--- src/rtl/tetris_game_ctrl.sv ---
// Purpose: top-level Tetris game sequencer; pulses gen/move/land/clear units, owns gravity, pause, lines, level.
// Latency: every output is registered; start_* pulses appear in the first cycle the state shows the new value.
// Backpressure: none issued; waits indefinitely on each unit's done handshake, which is ignored outside its state.
//
// Ports:
//   clka, restart_n                - clock (rising edge) and async active-low reset
//   start, restart, pause          - player controls (start in NEWBOARD, soft restart anywhere, pause toggle)
//   gen_done, gen_blocked          - generator handshake; blocked spawn ends the game
//   landed                         - move unit reports piece resting
//   land_done, full_rows           - landing checker handshake with full-row vector
//   clear_done                     - row-clear unit handshake
//   state                          - current state encoding
//   start_gen/move/land/clear      - one-cycle start pulses to the units
//   drop_tick                      - one-cycle gravity pulse
//   clear_mask                     - latched full rows, stable through CLEAR
//   lines_total, level, game_over  - score and status
module tetris_game_ctrl #(
    parameter int ROWS            = 20,
    parameter int LINE_W          = 16,
    parameter int LVL_W           = 4,
    parameter int LINES_PER_LEVEL = 10,
    parameter int MAX_LEVEL       = 15,
    parameter int DROP_BASE       = 48,
    parameter int DROP_STEP       = 4,
    parameter int DROP_MIN        = 4,
    parameter int TMR_W           = 8
) (
    input  logic              clka,
    input  logic              restart_n,
    input  logic              start,
    input  logic              restart,
    input  logic              pause,
    input  logic              gen_done,
    input  logic              gen_blocked,
    input  logic              landed,
    input  logic              land_done,
    input  logic [ROWS-1:0]   full_rows,
    input  logic              clear_done,
    output logic [2:0]        state,
    output logic              start_gen,
    output logic              start_move,
    output logic              start_land,
    output logic              start_clear,
    output logic              drop_tick,
    output logic [ROWS-1:0]   clear_mask,
    output logic [LINE_W-1:0] lines_total,
    output logic [LVL_W-1:0]  level,
    output logic              game_over
);

    typedef enum logic [2:0] {
        ST_NEWBOARD = 3'd0,
        ST_GEN      = 3'd1,
        ST_MOVE     = 3'd2,
        ST_LAND     = 3'd3,
        ST_CLEAR    = 3'd4,
        ST_GAMEOVER = 3'd5,
        ST_PAUSE    = 3'd6
    } state_t;

    localparam int CNT_W    = $clog2(ROWS + 1);
    localparam int SUM_W    = LINE_W + 1;
    // Progress can carry past LINES_PER_LEVEL when a clear removes many rows;
    // one spare bit plus saturation keeps it bounded.
    localparam int PROG_W   = LINE_W + 1;
    localparam int BASE_GAP = DROP_BASE - DROP_MIN;

    state_t             cur_state;
    state_t             nxt_state;
    logic [TMR_W-1:0]   tmr;
    logic [PROG_W-1:0]  progress;

    logic [TMR_W-1:0]   tmr_nxt;
    logic               tick_nxt;
    logic [TMR_W-1:0]   interval;
    logic [31:0]        lvl_prod;
    logic [CNT_W-1:0]   pop_cnt;
    logic [SUM_W-1:0]   lines_sum;
    logic [PROG_W:0]    prog_sum;
    logic [PROG_W-1:0]  prog_sat;
    logic [ROWS-1:0]    mask_nxt;
    logic [LINE_W-1:0]  lines_nxt;
    logic [LVL_W-1:0]   level_nxt;
    logic [PROG_W-1:0]  progress_nxt;
    logic               clr_evt;

    assign state = cur_state;

    // ------------------------------------------------------------------
    // Next-state logic; soft restart overrides every transition.
    // ------------------------------------------------------------------
    always_comb begin
        nxt_state = cur_state;
        case (cur_state)
            ST_NEWBOARD: if (start) nxt_state = ST_GEN;
            ST_GEN: begin
                if (gen_done) nxt_state = gen_blocked ? ST_GAMEOVER : ST_MOVE;
            end
            ST_MOVE: begin
                if (landed)     nxt_state = ST_LAND;
                else if (pause) nxt_state = ST_PAUSE;
            end
            ST_PAUSE:    if (pause) nxt_state = ST_MOVE;
            ST_LAND: begin
                if (land_done) nxt_state = (|full_rows) ? ST_CLEAR : ST_GEN;
            end
            ST_CLEAR:    if (clear_done) nxt_state = ST_GEN;
            ST_GAMEOVER: nxt_state = ST_GAMEOVER;
            default:     nxt_state = ST_NEWBOARD;
        endcase
        if (restart) nxt_state = ST_NEWBOARD;
    end

    // ------------------------------------------------------------------
    // Gravity interval at the current level, clamped at DROP_MIN.
    // ------------------------------------------------------------------
    always_comb begin
        lvl_prod = 32'(level) * 32'(DROP_STEP);
        if (lvl_prod >= 32'(BASE_GAP)) interval = TMR_W'(DROP_MIN);
        else                           interval = TMR_W'(32'(DROP_BASE) - lvl_prod);
    end

    // ------------------------------------------------------------------
    // Drop timer: counts in MOVE (including the cycle a pause is taken),
    // holds in PAUSE, cleared elsewhere. A landing cycle suppresses the tick
    // because the next state is LAND, which clears the timer.
    // ------------------------------------------------------------------
    always_comb begin
        tmr_nxt  = '0;
        tick_nxt = 1'b0;
        if (cur_state == ST_GEN && nxt_state == ST_MOVE) begin
            tmr_nxt = interval;
        end else if (cur_state == ST_MOVE &&
                     (nxt_state == ST_MOVE || nxt_state == ST_PAUSE)) begin
            if (tmr == TMR_W'(1)) begin
                tick_nxt = 1'b1;
                tmr_nxt  = interval;
            end else begin
                tmr_nxt = tmr - TMR_W'(1);
            end
        end else if (cur_state == ST_PAUSE && nxt_state != ST_NEWBOARD) begin
            tmr_nxt = tmr;
        end
    end

    // ------------------------------------------------------------------
    // Clear mask and scoring.
    // ------------------------------------------------------------------
    always_comb begin
        pop_cnt = '0;
        for (int i = 0; i < ROWS; i++) begin
            pop_cnt = pop_cnt + CNT_W'(clear_mask[i]);
        end
    end

    assign clr_evt = (cur_state == ST_CLEAR) && clear_done && !restart;

    always_comb begin
        mask_nxt     = clear_mask;
        lines_nxt    = lines_total;
        level_nxt    = level;
        progress_nxt = progress;

        lines_sum = SUM_W'(lines_total) + SUM_W'(pop_cnt);
        prog_sum  = (PROG_W + 1)'(progress) + (PROG_W + 1)'(pop_cnt);
        prog_sat  = prog_sum[PROG_W] ? {PROG_W{1'b1}} : prog_sum[PROG_W-1:0];

        if (cur_state == ST_LAND && nxt_state == ST_CLEAR) begin
            mask_nxt = full_rows;
        end else if (cur_state == ST_CLEAR && nxt_state != ST_CLEAR) begin
            mask_nxt = '0;
        end
        if (restart) mask_nxt = '0;

        if (cur_state == ST_NEWBOARD && nxt_state == ST_GEN) begin
            lines_nxt    = '0;
            level_nxt    = '0;
            progress_nxt = '0;
        end else if (clr_evt) begin
            lines_nxt = lines_sum[SUM_W-1] ? {LINE_W{1'b1}} : lines_sum[LINE_W-1:0];
            // Only one level step per clear; leftover progress carries forward.
            if (prog_sat >= PROG_W'(LINES_PER_LEVEL)) begin
                progress_nxt = prog_sat - PROG_W'(LINES_PER_LEVEL);
                if (level != LVL_W'(MAX_LEVEL)) level_nxt = level + LVL_W'(1);
            end else begin
                progress_nxt = prog_sat;
            end
        end
    end

    // ------------------------------------------------------------------
    // Registers.
    // ------------------------------------------------------------------
    always_ff @(posedge clka or negedge restart_n) begin
        if (!restart_n) begin
            cur_state   <= ST_NEWBOARD;
            tmr         <= '0;
            progress    <= '0;
            start_gen   <= 1'b0;
            start_move  <= 1'b0;
            start_land  <= 1'b0;
            start_clear <= 1'b0;
            drop_tick   <= 1'b0;
            clear_mask  <= '0;
            lines_total <= '0;
            level       <= '0;
            game_over   <= 1'b0;
        end else begin
            cur_state   <= nxt_state;
            tmr         <= tmr_nxt;
            progress    <= progress_nxt;
            start_gen   <= (nxt_state == ST_GEN)   && (cur_state != ST_GEN);
            start_move  <= (nxt_state == ST_MOVE)  && (cur_state == ST_GEN);
            start_land  <= (nxt_state == ST_LAND)  && (cur_state != ST_LAND);
            start_clear <= (nxt_state == ST_CLEAR) && (cur_state != ST_CLEAR);
            drop_tick   <= tick_nxt;
            clear_mask  <= mask_nxt;
            lines_total <= lines_nxt;
            level       <= level_nxt;
            game_over   <= (nxt_state == ST_GAMEOVER);
        end
    end

endmodule
--- config.mk ---
export PLATFORM = sky130hd
export DESIGN_NAME = tetris_game_ctrl
export DESIGN_NICKNAME = d
export VERILOG_FILES = /design/src/rtl/tetris_game_ctrl.sv
export SDC_FILE = /design/constraint.sdc
export NUM_CORES = 1
export LEC_CHECK = 0
export CAP_MARGIN = 20
export CELL_PAD_IN_SITES_DETAIL_PLACEMENT = 1
export CELL_PAD_IN_SITES_GLOBAL_PLACEMENT = 1
export CORE_MARGIN = 2
export CORE_UTILIZATION = 40
export CTS_CLUSTER_SIZE = 20
export DETAILED_ROUTE_END_ITERATION = 10
export PLACE_DENSITY_LB_ADDON = 0.1
export SYNTH_ARGS = -nofsm -noshare
export SYNTH_HDL_FRONTEND = slang
export SYNTH_SLANG_ARGS = --single-unit
--- constraint.sdc ---
create_clock -name clka -period 8.77 [get_ports clka]
set_input_delay 1.754 -clock clka [delete_from_list [all_inputs] [get_ports clka]]
set_output_delay 1.754 -clock clka [all_outputs]
set_load 0.01 [all_outputs]
---- Yosys cells after proc, flatten, opt, wreduce, memory -nomap -nowiden ----
Cells that the tools add are included.
cells by class
  $add $sub $neg .......................... 25
  magnitude comparators ................... 2
  equal/unequal tests ..................... 19
  mux-type cells .......................... 33
  reduce and logical (&&, ||, !) cells .... 21
operators by type and width
  cell                   count
  $add 5x1->5            15
  $mux 17                4
  $mux 20                3
  $mux 16                3
  $mux 8                 5
  $mux 3                 10
  $pmux 3 s7             1
  $reduce_or 20->1       1
  $add 17x5->18          1
  $eq 3x3->1 const B     6
  $add 16x5->17          1
  $ge 17x4->1 const B    1
  $sub 17x4->17 const B  1
  $mux 4                 4
  $eq 3x2->1 const B     4
  $logic_and 1x1->1      11
  $eq 8x1->1 const B     1
  $sub 8x1->8 const B    1
  $sub 6x6->7 const A    1
  $eq 3x1->1 const B     2
  $ge 6x6->1 const B     1
  $ne 3x2->1 const B     2
  $ne 3x3->1 const B     2
  $reduce_bool 2->1      3
  13 further kinds       16
word-level totals
  register bits after elaboration ......... 74
  input port bits ......................... 30
  output and inout port bits .............. 49
  word-level logic and storage cells ...... 112

---- Logic depth before layout (Yosys ltp) ----
  depth in word-level cells ............... 25
  mapped depth ............................ 26
  mapped depth without buffers ............ 24

---- Worst setup path after synthesis ----
No wires, ideal clock.
  kind .................................... reg-to-reg
  start point ............................. reg clear_mask[0]
  end point ............................... reg progress[14]
  library setup time ...................... 92 ps
  arrival time ............................ 6251 ps
  required time ........................... 8678 ps
  setup slack ............................. 2427 ps
  cell stages (with the launch flop) ...... 25
  path buffers ............................ 2
  period minus slack after synthesis ...... 6343 ps
  cells stage by stage .................... dfrtp_1 inv_1 fa_1 fa_1 fa_1 fa_1 fa_1 inv_1 ha_1 fa_1 a21oi_1 o21bai_1 ha_1 nand3_1 and2_4 buf_6 a21oi_2 nor2_1 ha_1 o2bb2ai_1 nor4_4 and4bb_4 buf_6 o31a_1 o31ai_2
on the way
  cells in the longest elaborated chain, start to end .. 25
  elaborated cells between the ends (all ways) .. 26
  those cells by class .................... 21 x add/sub; 1 x order compare; 4 x mux
ends and longest elaborated chain
  item                                                 RTL line  RTL
  start, declared                                      45        output logic [ROWS-1:0] clear_mask,
  start signal, assigned                               217       clear_mask <= mask_nxt;
  $add 1x1->2 *                                        152       pop_cnt = pop_cnt + CNT_W'(clear_mask[i]);
  $add 2x1->3 *                                        152
  $add 3x1->4 *                                        152
  $add 4x1->5 *                                        152
  $add 5x1->5 * (15 in series)                         152
  $add 17x5->18 *                                      165       prog_sum = (PROG_W + 1)'(progress) + (PROG_W + 1)'(pop_cnt);
  $mux 17 *                                            166       prog_sat = prog_sum[PROG_W] ? {PROG_W{1'b1}} : prog_sum[PROG_W-1:0];
  $sub 17x4->17 / $ge 17x4->1 (equally long branches)  183, 182
  $mux 17 *                                            182       if (prog_sat >= PROG_W'(LINES_PER_LEVEL)) begin
  $mux 17 *                                            179       end else if (clr_evt) begin
  $mux 17 *                                            175       if (cur_state == ST_NEWBOARD && nxt_state == ST_GEN) begin
  end signal, assigned                                 211       progress <= progress_nxt;
  end, declared                                        71        logic [PROG_W-1:0] progress;
Every way passes the cells marked *; elsewhere a longest branch is shown, timed or not. The select of a mux whose other input is x is not followed.
A chain may end at the register's enable or synchronous reset.

---- Worst setup path after layout ----
  start point ............................. reg clear_mask[0]
  end point ............................... reg progress[8]
The elaborated chain is that of the path after synthesis.

==> run_results.csv <==
group,metric,value,unit
setup_path,worstReg2RegEnd,"progress[8]$_DFFE_PN0P_",
sta,rsz0062_at_grt,"false",
setup_path,crit_path_top_delay_cell,"sky130_fd_sc_hd__fa_1",
setup_path,timing.critical_path.mode_cell,"sky130_fd_sc_hd__fa_1",
layout,share_of_final_layout_standard_cells_stronger_than_drive_strength_1,0.0778,
setup_path,worstPathMaxFanout,22,
clocking,cts-htree-levels,3,
power_and_ir_drop,power.density_cell_area,303,nW/um^2
job,timing.max_cap.violations,0,
global_route,grt_start_max_net_pins,75,
clocking,largest_buffer_count_on_any_clock_path,2,
synthesis,synth_flop_cell,"sky130_fd_sc_hd__dfrtp_1",
global_route,number_of_global_route_vias_before_repair,5280,
setup_path,nature_of_the_critical_path_endpoint,"register",
worst_hold_path,hold_path.class,"reg2reg",
setup_path,setup.reg_to_reg.worst_slack,1.65,ns
clocking,cts_tree,"yes",
clocking,clkTransAtPathRegs,0.06,ns
setup_path,critPathKind,"reg2reg",
setup_path,critPathRequiredTime,9.00,ns
sta,hold_viol,0,
status,outcome,"finished, final reports clean",
sta,achievable-frequency,140,MHz
clocking,cts-buffers-inserted,9,
synthesis,synth_seq_area_share,0.344,
power_and_ir_drop,seq_power_share,0.233,
synthesis,synth_largest_area_cell,"sky130_fd_sc_hd__dfrtp_1",
power_and_ir_drop,peakVddDrop,0.218,mV
floorplan,rows,42,
route,antenna_left,0,
place,area_of_placed_instances,6320,sq um
setup_path,setup.worst_path.start,"clear_mask[0]$_DFFE_PN0P_",
power_and_ir_drop,p_clk_frac,0.192,
sta,max_slew_margin,0.356,
sta,period_minus_slack,7.12,ns
power_and_ir_drop,comb_power_share,0.575,
layout,area_growth_syn_to_layout,22.9,%
route,drt_iter0_drc,247,
floorplan,area_of_the_core,13200,sq um
synthesis,synth.cells.most_frequent,"74 x sky130_fd_sc_hd__dfrtp_1, 56 x sky130_fd_sc_hd__inv_1, 43 x sky130_fd_sc_hd__nand2_1",
place,dp_hpwl,11700,microns
synthesis,synth_top_cells_by_area,"sky130_fd_sc_hd__dfrtp_1 34%, sky130_fd_sc_hd__fa_1 5.9%, sky130_fd_sc_hd__ha_1 5.1%",
setup_path,endpoint_of_the_most_critical_setup_path,"progress[8]$_DFFE_PN0P_",
synthesis,mappedNetlistNets,675,
layout,fin_nets,744,
power_and_ir_drop,cell_internal_pwr,1.07,mW
setup_path,critical_path.max_stage_delay,0.59,ns
route,drt_first_pass_iters,4,
synthesis,synth_edf_count,0,
route,routed_wl,16300,microns
sta,totalNegativeSetupSlack,0,ns
sta,final-setup-viol-count,0,
synthesis,syn_inst,607,
place,io_buffer_count,78,
setup_path,cells_along_the_critical_path,"inv_1, fa_1, fa_1, inv_1, fa_1, fa_1, inv_1, fa_1, inv_1, fa_1, a21oi_1, o21bai_1, ha_1, nand4_1, a21oi_2, nor2_1, ha_1, o2bb2ai_1, nor4_4, and4bb_4, or4_1, o311ai_0",
layout,stdcell_area,6620,sq um
route,num_vias,4931,
floorplan,dieArea,14400,sq um
setup_path,regToRegStartpoint,"clear_mask[0]$_DFFE_PN0P_",
global_route,grt.total_usage,0.236,
setup_path,worst_r2r_path_depth,22,
sta,tightest_pin_transition,0.966,ns
floorplan,dieWidth,120,microns
clocking,cts-root-buf,"sky130_fd_sc_hd__clkbuf_16",
power_and_ir_drop,power_switching,0.938,mW
clocking,hold_buf_count_cts,0,
sta,worst_clock_skew,0.00902,ns
floorplan,top_level_ports,79,
floorplan,initial_core_util,0.408,
clocking,post_cts_resize_count,0,
clocking,num_clock_sinks,74,
route,post-route-drc-count,0,
synthesis,synth_seq_cells,74,
synthesis,top_area_cell_type_share_of_the_netlist_area,0.344,
synthesis,synth_cell_type_count,77,
setup_path,cp.arrival,7.35,ns
route,post_dr_vias_cell,5.75,
synthesis,syn_area_per_cell,8.87,sq um
clocking,postCtsSetupBuffers,0,
sta,finalMaxSlewViolations,0,
sta,period_share,0.812,
synthesis,synth-async-reset-ratio,1.00,
power_and_ir_drop,leakage,2.83,nW
global_route,grt_overflow_total,0,
global_route,first_pass_grt_wire_length,27200,microns
clocking,clkLatencyLatePin,0.35,ns
synthesis,yosysMostFrequentCell,"sky130_fd_sc_hd__dfrtp_1",
power_and_ir_drop,swShare,0.467,
layout,insertedDiodeCount,0,
place,finalWeightedCongestion,0.927,
synthesis,netlist_area,5390,sq um
setup_path,worstSetupStartpointType,"register",
floorplan,dieHeight,120,microns
synthesis,ys_warn_count,0,
route,wire_per_inst,19.0,microns
global_route,initial_antenna_violation_count,0,
[worst min path at each step]
stage | end | slack, ns | startpoint | cells past startpoint
floorplan | tmr[7]$_DFFE_PN0P_ | 0.45 | tmr[7]$_DFFE_PN0P_ | 1
global placement | tmr[7]$_DFFE_PN0P_ | 0.47 | tmr[7]$_DFFE_PN0P_ | 1
detailed placement | tmr[7]$_DFFE_PN0P_ | 0.49 | tmr[7]$_DFFE_PN0P_ | 1
CTS | tmr[7]$_DFFE_PN0P_ | 0.50 | tmr[7]$_DFFE_PN0P_ | 1
global route | tmr[7]$_DFFE_PN0P_ | 0.54 | tmr[7]$_DFFE_PN0P_ | 1
finish | tmr[6]$_DFFE_PN0P_ | 0.50 | tmr[6]$_DFFE_PN0P_ | 1
[cell type report]
cell class,instances,area [sq um]
clock inverters,7,76.3
repair buffers,84,823
fillers,1534,6570
clock buffers,9,225
well taps,176,220
flip-flops and latches,74,1850
multi-input cells,451,3210
inverters,56,210
[power groups by stage]
stage                     Combinational [mW]  Sequential (mW)  Clock (mW)
final                                   1.15            0.468       0.384
after global routing                    1.28            0.476       0.407
after global placement                  1.11            0.467           0
after detailed placement                1.14            0.470           0
after CTS                               1.15            0.465       0.393
after floorplan                        0.912            0.449           0
[state kept, by name (all words and copies together) (netlist names)]
name         flops
state            3
start_land       1
lines_total     16
start_clear      1
clear_mask      20
progress        17
level            4
drop_tick        1
game_over        1
tmr              8
start_gen        1
start_move       1
[kinds of logic (layout without fill, tap and decap cells)]
| family | Yosys count | in the layout | share of synthesized area |
|---|---|---|---|
| AOI/OAI and AO/OA | 159 | 159 | 0.205 |
| muxes | 11 | 11 | 0.0221 |
| and+or+nand+nor | 227 | 227 | 0.229 |
| buffers and inverters | 82 | 156 | 0.0636 |
| DFF | 74 | 74 | 0.344 |
| adders and majority gates | 38 | 38 | 0.111 |
| xor gates and xnor gates | 16 | 16 | 0.0260 |
[per-layer routing]
layer / share of wire / vias up / GRT usage
met1: 0.46 / 2492 / 0.310
met4: 0.015 / 0 / 0.0691
li1: - / 2351 / -
met5: 0 / - / 0
met2: 0.50 / 66 / 0.396
met3: 0.025 / 22 / 0.0428
[stage by stage]
step                       util  total power, mW  hold slack [ns]  setup WS [ns]  std cells
final                     0.502             2.01            0.499           1.65        857
after global placement    0.479             1.58            0.471           1.88        841
after CTS                 0.502             2.01            0.503           1.64        857
after floorplan               -             1.36            0.449           2.43        607
after detailed placement  0.479             1.61            0.493           1.75        841
after global routing      0.502             2.16            0.538           1.20        857
[worst max-delay path, delay by kind of cell (launching register included)]
kind | cells | cell delay (ns)
DFF | 1 | 0.37
AOI/OAI and AO/OA | 5 | 1.24
and+or+nand+nor | 5 | 1.37
adders and majority gates | 8 | 3.72
buffers and inverters | 4 | 0.30
[cell usage in the layout, fill, tap and decap left out, types with 3 or more instances in the layout]
cell type / synthesis / routed
sky130_fd_sc_hd__nand3b_1: 3 / 3
sky130_fd_sc_hd__clkbuf_16: 0 / 9
sky130_fd_sc_hd__xnor2_1: 10 / 10
sky130_fd_sc_hd__nand2b_1: 6 / 6
sky130_fd_sc_hd__and3_1: 10 / 10
sky130_fd_sc_hd__clkdlybuf4s50_1: 0 / 77
sky130_fd_sc_hd__nor4_1: 14 / 13
sky130_fd_sc_hd__fa_1: 16 / 16
sky130_fd_sc_hd__o311ai_0: 5 / 5
sky130_fd_sc_hd__buf_4: 0 / 7
sky130_fd_sc_hd__nor3_1: 22 / 21
sky130_fd_sc_hd__a21oi_1: 30 / 30
sky130_fd_sc_hd__and4_1: 5 / 5
sky130_fd_sc_hd__inv_1: 56 / 56
sky130_fd_sc_hd__nand2_1: 43 / 43
sky130_fd_sc_hd__a22o_1: 20 / 20
sky130_fd_sc_hd__o21ai_0: 37 / 37
sky130_fd_sc_hd__o21ai_1: 6 / 6
sky130_fd_sc_hd__ha_1: 22 / 22
sky130_fd_sc_hd__a32oi_1: 3 / 3
sky130_fd_sc_hd__a21o_1: 5 / 5
sky130_fd_sc_hd__nor3b_2: 1 / 3
sky130_fd_sc_hd__nand3_1: 37 / 37
sky130_fd_sc_hd__a31oi_1: 12 / 12
sky130_fd_sc_hd__nor2b_1: 3 / 3
sky130_fd_sc_hd__or3_1: 8 / 8
sky130_fd_sc_hd__mux2i_1: 7 / 7
sky130_fd_sc_hd__nand4_1: 7 / 7
sky130_fd_sc_hd__dfrtp_1: 74 / 74
sky130_fd_sc_hd__o31ai_2: 4 / 4
sky130_fd_sc_hd__and2_1: 5 / 5
sky130_fd_sc_hd__nor2_1: 39 / 39
sky130_fd_sc_hd__a211oi_1: 3 / 3
sky130_fd_sc_hd__o31ai_1: 3 / 3
sky130_fd_sc_hd__or2_2: 6 / 6
sky130_fd_sc_hd__o211ai_1: 6 / 6
sky130_fd_sc_hd__xor2_1: 6 / 6
(Power assumes the default switching activity.)
